$ cat config.mk
export PLATFORM = sky130hd
export DESIGN_NAME = rv_uart_tx
export DESIGN_NICKNAME = d
export VERILOG_FILES = /design/src/rtl/rv_uart_pkg.sv /design/src/rtl/rv_uart_tx_fifo.sv /design/src/rtl/rv_uart_tx.sv
export SDC_FILE = /design/constraint.sdc
export NUM_CORES = 1
export LEC_CHECK = 0
export CORE_ASPECT_RATIO = 1.5
export CORE_MARGIN = 5
export CORE_UTILIZATION = 55
export DETAILED_ROUTE_END_ITERATION = 7
export PLACE_DENSITY = 0.9
export SYNTH_ARGS = -nofsm -noshare
export SYNTH_HDL_FRONTEND = slang
export SYNTH_HIERARCHICAL = 1
export SYNTH_SLANG_ARGS = --single-unit
export TNS_END_PERCENT = 100
$ cat constraint.sdc
create_clock -name clk_i -period 4.6 [get_ports clk_i]
set_input_delay 0.69 -clock clk_i [delete_from_list [all_inputs] [get_ports clk_i]]
set_output_delay 0.69 -clock clk_i [all_outputs]
set_load 0.02 [all_outputs]
$ cat src/rtl/rv_uart_pkg.sv
// Shared register offsets, STATUS bit positions and FSM state type for the console UART.
// Build option UART_TX_PARITY_EN adds a PARITY state (even parity) between DATA and STOP.
package rv_uart_pkg;

  localparam logic [1:0] REG_TXDATA = 2'd0;
  localparam logic [1:0] REG_STATUS = 2'd1;
  localparam logic [1:0] REG_DIV    = 2'd2;
  localparam logic [1:0] REG_RSVD   = 2'd3;

  localparam int STAT_FULL  = 0;
  localparam int STAT_EMPTY = 1;
  localparam int STAT_BUSY  = 2;
  localparam int STAT_OVF   = 3;

  typedef enum logic [2:0] {
    ST_IDLE   = 3'd0,
    ST_START  = 3'd1,
    ST_DATA   = 3'd2,
`ifdef UART_TX_PARITY_EN
    ST_PARITY = 3'd4,
`endif
    ST_STOP   = 3'd3
  } uart_tx_state_t;

  // Clamp a divider write so a bit always lasts at least one clock.
  function automatic logic [15:0] clamp_div(input logic [15:0] v);
    return (v < 16'd2) ? 16'd1 : v;
  endfunction

endpackage

$ cat src/rtl/rv_uart_tx_fifo.sv
// Synchronous TX FIFO: combinational read of head, push/pop take effect at the clock edge.
// A push while full is still accepted when a pop happens in the same cycle; otherwise it is dropped.
module rv_uart_tx_fifo #(
  parameter int DEPTH = 16,
  parameter int WIDTH = 8,
  localparam int AW = (DEPTH > 1) ? $clog2(DEPTH) : 1,
  localparam int CW = AW + 1
) (
  input  logic             clk_i,
  input  logic             rst_n_i,
  input  logic             push_i,
  input  logic [WIDTH-1:0] wdata_i,
  input  logic             pop_i,
  output logic [WIDTH-1:0] rdata_o,
  output logic             push_ok_o,
  output logic             full_o,
  output logic             empty_o,
  output logic [CW-1:0]    count_o
);

  logic [WIDTH-1:0] mem_q [DEPTH];
  logic [AW-1:0]    wr_ptr_q, wr_ptr_d;
  logic [AW-1:0]    rd_ptr_q, rd_ptr_d;
  logic [CW-1:0]    count_q, count_d;
  logic             pop_ok;
  logic             push_ok;

  always_comb begin
    full_o  = (count_q == CW'(DEPTH));
    empty_o = (count_q == '0);
    count_o = count_q;
    rdata_o = mem_q[rd_ptr_q];
    pop_ok  = pop_i && !empty_o;
    push_ok = push_i && (!full_o || pop_ok);
    push_ok_o = push_ok;

    // DEPTH is a power of two, so the pointers wrap naturally.
    wr_ptr_d = push_ok ? wr_ptr_q + AW'(1) : wr_ptr_q;
    rd_ptr_d = pop_ok  ? rd_ptr_q + AW'(1) : rd_ptr_q;

    count_d = count_q;
    case ({push_ok, pop_ok})
      2'b10:   count_d = count_q + CW'(1);
      2'b01:   count_d = count_q - CW'(1);
      default: count_d = count_q;
    endcase
  end

  always_ff @(posedge clk_i) begin
    if (!rst_n_i) begin
      wr_ptr_q <= '0;
      rd_ptr_q <= '0;
      count_q  <= '0;
    end else begin
      wr_ptr_q <= wr_ptr_d;
      rd_ptr_q <= rd_ptr_d;
      count_q  <= count_d;
    end
  end

  always_ff @(posedge clk_i) begin
    if (push_ok) begin
      mem_q[wr_ptr_q] <= wdata_i;
    end
  end

endmodule

$ cat src/rtl/rv_uart_tx.sv
// Console UART transmitter on the dm_* bus: TX FIFO + 8N1 serialiser (8E1 with UART_TX_PARITY_EN), 1-cycle registered loads.
// No bus backpressure: writes to a full FIFO are dropped and flagged in sticky STATUS.overflow.
module rv_uart_tx
  import rv_uart_pkg::*;
#(
  parameter logic [31:0] BASE_ADDR   = 32'h0010_0000,
  parameter int          FIFO_DEPTH  = 16,
  parameter logic [15:0] DEFAULT_DIV = 16'd868
) (
  input  logic        clk_i,
  input  logic        rst_n_i,
  input  logic [31:0] dm_addr_i,
  input  logic [31:0] dm_data_s_i,
  input  logic [3:0]  dm_data_select_i,
  input  logic        dm_write_i,
  output logic [31:0] dm_data_l_o,
  output logic        uart_txd_o
);

  localparam int CW = ((FIFO_DEPTH > 1) ? $clog2(FIFO_DEPTH) : 1) + 1;

  logic          reg_hit;
  logic [1:0]    reg_off;
  logic          reg_wr;
  logic          fifo_push;
  logic          fifo_pop;
  logic          fifo_push_ok;
  logic          fifo_full;
  logic          fifo_empty;
  logic [7:0]    fifo_rdata;
  logic [CW-1:0] fifo_count;
  logic [7:0]    count8;
  logic [15:0]   div_wr_val;
  logic          unused_bus_bits;

  logic          ovf_q, ovf_d;
  logic [15:0]   div_q, div_d;
  logic [31:0]   data_l_q, data_l_d;

  uart_tx_state_t state_q, state_d;
  logic [15:0]   timer_q, timer_d;
  logic [15:0]   bdiv_q, bdiv_d;
  logic [2:0]    bitcnt_q, bitcnt_d;
  logic [7:0]    byte_q, byte_d;
  logic          txd_q, txd_d;

  rv_uart_tx_fifo #(
    .DEPTH (FIFO_DEPTH),
    .WIDTH (8)
  ) u_fifo (
    .clk_i     (clk_i),
    .rst_n_i   (rst_n_i),
    .push_i    (fifo_push),
    .wdata_i   (dm_data_s_i[7:0]),
    .pop_i     (fifo_pop),
    .rdata_o   (fifo_rdata),
    .push_ok_o (fifo_push_ok),
    .full_o    (fifo_full),
    .empty_o   (fifo_empty),
    .count_o   (fifo_count)
  );

  assign unused_bus_bits = ^{dm_data_s_i[31:16], dm_data_select_i[3:2], dm_addr_i[1:0]};

  // Bus decode, register writes and the registered load path.
  always_comb begin
    reg_hit   = (dm_addr_i[31:4] == BASE_ADDR[31:4]);
    reg_off   = dm_addr_i[3:2];
    reg_wr    = reg_hit && dm_write_i;
    fifo_push = reg_wr && (reg_off == REG_TXDATA) && dm_data_select_i[0];
    count8    = 8'(fifo_count);

    ovf_d = ovf_q;
    if (fifo_push && !fifo_push_ok) begin
      ovf_d = 1'b1;
    end else if (reg_wr && (reg_off == REG_STATUS) && dm_data_select_i[0]
                 && dm_data_s_i[STAT_OVF]) begin
      ovf_d = 1'b0;
    end

    div_wr_val = div_q;
    if (dm_data_select_i[0]) div_wr_val[7:0]  = dm_data_s_i[7:0];
    if (dm_data_select_i[1]) div_wr_val[15:8] = dm_data_s_i[15:8];
    div_d = div_q;
    if (reg_wr && (reg_off == REG_DIV) && (|dm_data_select_i[1:0])) begin
      div_d = clamp_div(div_wr_val);
    end

    data_l_d = '0;
    if (reg_hit) begin
      case (reg_off)
        REG_STATUS: begin
          data_l_d[STAT_FULL]  = fifo_full;
          data_l_d[STAT_EMPTY] = fifo_empty;
          data_l_d[STAT_BUSY]  = (state_q != ST_IDLE);
          data_l_d[STAT_OVF]   = ovf_q;
          data_l_d[15:8]       = count8;
        end
        REG_DIV: data_l_d[15:0] = div_q;
        default: data_l_d = '0;
      endcase
    end
  end

  always_ff @(posedge clk_i) begin
    if (!rst_n_i) begin
      ovf_q    <= 1'b0;
      div_q    <= DEFAULT_DIV;
      data_l_q <= '0;
    end else begin
      ovf_q    <= ovf_d;
      div_q    <= div_d;
      data_l_q <= data_l_d;
    end
  end

  // Serialiser: the timer runs bdiv-1 down to 0 in every non-idle state; txd lags state by one cycle.
  always_comb begin
    state_d  = state_q;
    timer_d  = timer_q;
    bdiv_d   = bdiv_q;
    bitcnt_d = bitcnt_q;
    byte_d   = byte_q;
    fifo_pop = 1'b0;

    if (state_q != ST_IDLE) begin
      timer_d = (timer_q == '0) ? bdiv_q - 16'd1 : timer_q - 16'd1;
    end

    case (state_q)
      ST_IDLE: begin
        if (!fifo_empty) begin
          fifo_pop = 1'b1;
          byte_d   = fifo_rdata;
          bdiv_d   = div_q;
          timer_d  = div_q - 16'd1;
          bitcnt_d = '0;
          state_d  = ST_START;
        end
      end
      ST_START: begin
        if (timer_q == '0) state_d = ST_DATA;
      end
      ST_DATA: begin
        if (timer_q == '0) begin
          if (bitcnt_q == 3'd7) begin
`ifdef UART_TX_PARITY_EN
            state_d = ST_PARITY;
`else
            state_d = ST_STOP;
`endif
          end else begin
            bitcnt_d = bitcnt_q + 3'd1;
          end
        end
      end
`ifdef UART_TX_PARITY_EN
      ST_PARITY: begin
        if (timer_q == '0) state_d = ST_STOP;
      end
`endif
      ST_STOP: begin
        if (timer_q == '0) state_d = ST_IDLE;
      end
      default: state_d = ST_IDLE;
    endcase

    case (state_q)
      ST_START:  txd_d = 1'b0;
      ST_DATA:   txd_d = byte_q[bitcnt_q];
`ifdef UART_TX_PARITY_EN
      ST_PARITY: txd_d = ^byte_q;
`endif
      default:   txd_d = 1'b1;
    endcase
  end

  always_ff @(posedge clk_i) begin
    if (!rst_n_i) begin
      state_q  <= ST_IDLE;
      timer_q  <= '0;
      bdiv_q   <= DEFAULT_DIV;
      bitcnt_q <= '0;
      byte_q   <= '0;
      txd_q    <= 1'b1;
    end else begin
      state_q  <= state_d;
      timer_q  <= timer_d;
      bdiv_q   <= bdiv_d;
      bitcnt_q <= bitcnt_d;
      byte_q   <= byte_d;
      txd_q    <= txd_d;
    end
  end

  assign dm_data_l_o = data_l_q;
  assign uart_txd_o  = txd_q;

endmodule

==> results of run 1 <==
## registers in the layout, indices dropped and copies added (netlist names), named ones only
signal and cells:
bdiv_q 16, bitcnt_q 3, byte_q 8, div_q 16, dm_data_l_o 16, ovf_q 1, state_q 2, timer_q 16
u_fifo/count_o 5, u_fifo/mem_q 128, u_fifo/rd_ptr_q 4, u_fifo/wr_ptr_q 4, uart_txd_o 1
## layer usage
layer | vias up | GRT usage, %
li1 | 3256 | -
met1 | 3520 | 25.38
met2 | 374 | 42.10
met3 | 95 | 2.917
met4 | 0 | 11.11
met5 | - | 0
## cell usage in the layout, fill, tap and decap left out, drive strengths merged, types with 3 or more instances in the layout
master,count
or3,11
ha,20
clkinv,5
clkbuf,26
nor2,50
a22oi,25
a21oi,53
mux4,34
and3,3
o31ai,4
a311oi,4
o211ai,9
edfxtp,128
conb,16
o21a,4
clkdlybuf4s50,67
and2,26
xnor2,12
inv,33
o21ai,20
or4,8
a31oi,7
nand2,86
o22ai,12
nand2b,3
nor3,12
mux2i,18
nand4,10
nor4,22
nand3,15
buf,16
dfxtp,96
nor2b,3
nand4b,3
a2111oi,4
or2,7
xor2,14
bufinv,4
## power groups by stage
stage	Clock [mW]	Combinational, mW	Sequential [mW]
floorplan	0	1.08	2.33
global placement	0	1.34	2.36
detailed placement	0	1.38	2.37
global route	1.96	1.55	2.35
finish	1.86	1.42	2.33
CTS	1.87	1.39	2.33
## logic make-up (layout without fill, tap and decap cells)
kind of cell	count (synthesis)	count (layout)	share of synthesized area [%]
AO/OA/AOI/OAI	159	159	10.29
XOR/XNOR	26	26	2.328
adder cells (fa/ha/maj)	20	20	2.477
buffers and inverters	90	151	4.235
flip-flops	224	224	57.07
multiplexers	54	54	9.585
other	1	16	0.03712
AND/OR/NAND/NOR	271	271	13.98
## metrics by stage
step / total power [mW] / cell area [µm²] / cells / util, % / setup slack [ns]
5_1_grt: 5.858 / 11650 / 1138 / 64.67 / 0.5868
4_1_cts: 5.595 / 11650 / 1138 / 64.67 / 0.9242
6_report: 5.608 / 11650 / 1138 / 64.67 / 0.8969
3_3_place_gp: 3.700 / 10910 / 1100 / 60.56 / 0.5245
2_1_floorplan: 3.411 / 10160 / 860 / - / 0.6264
3_5_place_dp: 3.747 / 10910 / 1100 / 60.56 / 0.4678
## worst paths after layout
| path | startpoint | cells after the start | slack [ns] | endpoint |
|---|---|---|---|---|
| max | u_fifo/count_o[1] | 12 | 0.90 | u_fifo/count_o[4] |
| min | byte_q[2] | 2 | 0.45 | byte_q[2] |
| max reg2reg | u_fifo/count_o[1] | 12 | 0.90 | u_fifo/count_o[4] |
| min reg2reg | byte_q[2] | 2 | 0.45 | byte_q[2] |
## worst min-delay path, stage by stage (launching register included)
cell and delay, ns:
dfxtp_1 0.31, nand2_1 0.05, a21oi_1 0.05
## cell type report
class	count	area share, %
clock inverters	12	1.396
repair buffers	83	6.787
multi-input cells	546	34.06
inverters	30	0.9665
clock buffers	26	4.951
well taps	217	2.330
flip-flops and latches	224	49.51
==> results.cfg, run 1 <==
[grt]
overflow = 0
grt_pass1_wl_um = 38220
grt_pass1_vias = 7273
grt_max_degree = 34
grt_usage_pct = 22.69
antenna_found_initial = 0

[floorplan]
rows = 60
core-area_um2 = 18020
io-pin-count = 104
initial_core_util_pct = 56.08
die_w_um = 120.7
dieArea_um2 = 21240
fp.dieH_um = 176.0

[synth]
ys_warn_count = 6
async_flop_share_pct = 0
synth_edf_count = 128
yosys-top-cells-area = edfxtp_1 38%, dfxtp_1 19%, mux4_2 7.6%, nand2_1 3.2%, a21oi_1 2.6%
syn_area_per_cell_um2 = 11.96
yosysUniqueCellTypes = 71
syn_inst = 845
synth_common_cells = 128 x edfxtp_1, 96 x dfxtp_1, 86 x nand2_1
ys_ff_latch = 224
synth_seq_area_share_pct = 57.07
synth_top_area_share_pct = 38.04
netlist_area_um2 = 10100
synth_top_area_cell = edfxtp_1
yosysMostFrequentCell = edfxtp_1
synthFlopType = edfxtp_1

[detailed_routing]
wl_met2_um = 13330
met1_length_um = 8389
routed_via_density = 6.366
drt_iter0_markers = 642
wl_per_cell_um = 21.51
dr_wl_met3_um = 1505
wl_um = 24480
drtAntennaViolNets = 0
vias = 7245
top_layer_used = met4
drc = 0
firstDrtPassIters = 5

[clock_tree]
cts_resized = 0
htreeDepth = 1
post_cts_buffers = 0
clk_path_buf_depth = 3
clk_pin_slew_ns = 0.07
cts.sinks = 224
clk_latency_ns = 0.50
cts-root-buf = clkbuf_16
cts_tree = yes
holdBufCountCts = 0
cts_buffers = 21

[sta]
fmax_mhz = 270.0
worstMarginPinSlew_ns = 1.076
clock_skew_ns = 0.01123
rsz0062_at_grt = false
maxSlewViolCount = 0
holdWs_ns = 0.4546
fin_crit_sh_pct = 80.50
hold_violations = 0
slew_headroom_pct = 28.18
fin_tns_setup_ns = 0
period_minus_slack_ns = 3.703
setup-violations-final = 0

[pwr]
p_sw_share_pct = 30.72
p_sw_mw = 1.723
seqPwrFrac_pct = 41.6
power.density_nw_per_um2 = 481.3
leakagePower_nw = 4.090
worst_ir_drop_vdd_mv = 0.3322
combPwrFrac_pct = 25.3
internal-power_mw = 3.885
clkPwrFrac_pct = 33.1

[placement]
gp_congestion = 0.8730
place_hpwl_um = 16550
port_buffers = 67

[setup_path]
crit_top_cell = ha_1
crit_fanout = 10
slowest_stage = or4_4
cp_slowest_stage_delay_ns = 0.62
path_cells = or4_4, nor2_2, nand2b_1, inv_1, o31ai_4, ha_1, xor2_1, ha_1, o21ai_0, or3_1, a2111oi_0, nand4b_1
startpoint_type = register
critPathArrivalTime_ns = 4.14
path_buf_inv = 1
worst_setup_path_end_kind = register
cp_top_family = simple AND/OR/NAND/NOR gates
path_class = reg -> reg
required_ns = 5.04

[finish]
area_growth_syn_to_layout_pct = 15.32
diodes = 0
finalNetCount = 997
drive_gt1_share_pct = 11.62
multi_input_area_um2 = 3969
regArea_um2 = 5768
fillers = 1238

[status]
status = finished, final reports clean

[flow_run]
cap_violations = 0

[worst_hold_path]
hold_class = reg -> reg
(Power assumes the default switching activity.)
==> run 2, diff against run 1 <==
clock period = 3.8 ns   (was 4.6 ns; I/O delays follow)
==> results.cfg, run 2 (synthesized netlist as in run 1, its figures left out) <==
[sta]
clock_skew_ns = 0.01199
fin_crit_sh_pct = 92.43
worstMarginPinSlew_ns = 0.8424
hold_violations = 0
setup-violations-final = 0
rsz0062_at_grt = false
period_minus_slack_ns = 3.513
fmax_mhz = 284.7
maxSlewViolCount = 0
holdWs_ns = 0.4617
slew_headroom_pct = 43.84

[pwr]
p_sw_share_pct = 30.25
power.density_nw_per_um2 = 586.1
p_sw_mw = 2.083
internal-power_mw = 4.803
seqPwrFrac_pct = 40.9
clkPwrFrac_pct = 33.9
combPwrFrac_pct = 25.2
leakagePower_nw = 4.125
worst_ir_drop_vdd_mv = 0.4138
power_mw = 6.885

[grt]
grt_usage_pct = 22.79
grt_max_degree = 33
grt_pass1_vias = 7121
overflow = 0
grt_pass1_wl_um = 38070
use_met1_pct = 25.84
grtUsageMet2_pct = 42.15
antenna_found_initial = 0
met3_usage_pct = 2.692
grt-busiest-layer = met2

[setup_path]
worst_setup_path_end_kind = register
crit_fanout = 6
critPathArrivalTime_ns = 3.95
path_class = reg -> reg
required_ns = 4.24
startpoint_type = register

[detailed_routing]
routed_via_density = 6.203
wl_per_cell_um = 21.33
drt_iter0_markers = 649
firstDrtPassIters = 5
drtAntennaViolNets = 0
drc = 0
wl_um = 24450
vias = 7109

[floorplan]
rows = 60
die_w_um = 120.7
io-pin-count = 104
initial_core_util_pct = 56.08
fp.dieH_um = 176.0
dieArea_um2 = 21240
core-area_um2 = 18020

[clock_tree]
clk_latency_ns = 0.50
htreeDepth = 1
cts.sinks = 224
clk_pin_slew_ns = 0.07
cts_tree = yes
clk_path_buf_depth = 3
cts_buffers = 21
cts-root-buf = clkbuf_16
holdBufCountCts = 0
cts_resized = 0
post_cts_buffers = 0

[finish]
final_cell_mix = 128 x edfxtp_1, 94 x dfxtp_1, 86 x nand2_1, 67 x clkdlybuf4s50_1, 53 x a21oi_1
finalNetCount = 1006
largest_register_ffs = 128
instances_no_fill = 1146
final_area_um2 = 11750
final_common_cell = edfxtp_1
diodes = 0
finish.utilization_pct = 65.20
regMostFlops = u_fifo/mem_q
drive_gt1_share_pct = 12.59
area_growth_syn_to_layout_pct = 16.27

[placement]
port_buffers = 67
dp.cells = 1109
dpl_cell_area_um2 = 10980
place_hpwl_um = 16500
gp_congestion = 0.9195

[status]
status = finished, final reports clean

[flow_run]
cap_violations = 0

[worst_hold_path]
hold_class = reg -> reg
[run 2: changes by cell type in the layout (fill, tap and decap cells not counted), sizes merged]
cell	before	now
clkinv	5	4
clkinvlp	0	4
buf	16	25
inv	33	31
bufinv	4	6
clkbuf	26	22
[run 2: final cells by class]
class	instances	area, µm²
fill	1220	6270
sequential	224	5768
multi-input combinational	546	3969
timing repair buffer	92	858.3
clock buffer	22	529.3
tap	217	271.5
clock inverter	15	239.0
inverter	30	112.6
[run 2: final timing paths]
path / cells after the start / to / slack (ns) / from
setup / recovery: 13 / u_fifo/count_o[4] / 0.29 / u_fifo/count_o[0]
hold / removal: 2 / byte_q[5] / 0.46 / byte_q[5]
setup reg to reg: 13 / u_fifo/count_o[4] / 0.29 / u_fifo/count_o[0]
hold reg to reg: 2 / byte_q[5] / 0.46 / byte_q[5]
[run 2: through the flow]
stage	TNS (ns)	setup WS, ns
after global routing	0	0.02833
after floorplan	0	0.04782
after CTS	0	0.3460
final	0	0.2875
after detailed placement	-0.06096	-0.06096
after global placement	0	0.1378
[run 2: critical path: stages, from the launching register on]
cell and delay, ns:
dfxtp_1 0.39, or4_4 0.63, nor2_2 0.13, nand2b_1 0.15
inv_1 0.12, o21ai_2 0.16, inv_1 0.13, ha_1 0.29
xor2_1 0.20, ha_1 0.23, o21ai_0 0.11, or3_1 0.37
a2111oi_0 0.38, nand4b_1 0.16
[run 2: power groups by stage]
stage               Clock [mW]  Combinational [mW]  Sequential [mW]
global placement             0                1.65             2.86
finish                    2.33                1.74             2.82
detailed placement           0                1.70             2.87
floorplan                    0                1.31             2.82
CTS                       2.35                1.72             2.82
global route              2.47                1.89             2.84
[run 2: routing by layer]
layer	part of all wire (%)	up-vias
met2	54	258
met3	5.0	77
met5	0	-
li1	-	3278
met4	5.1	0
met1	36	3496
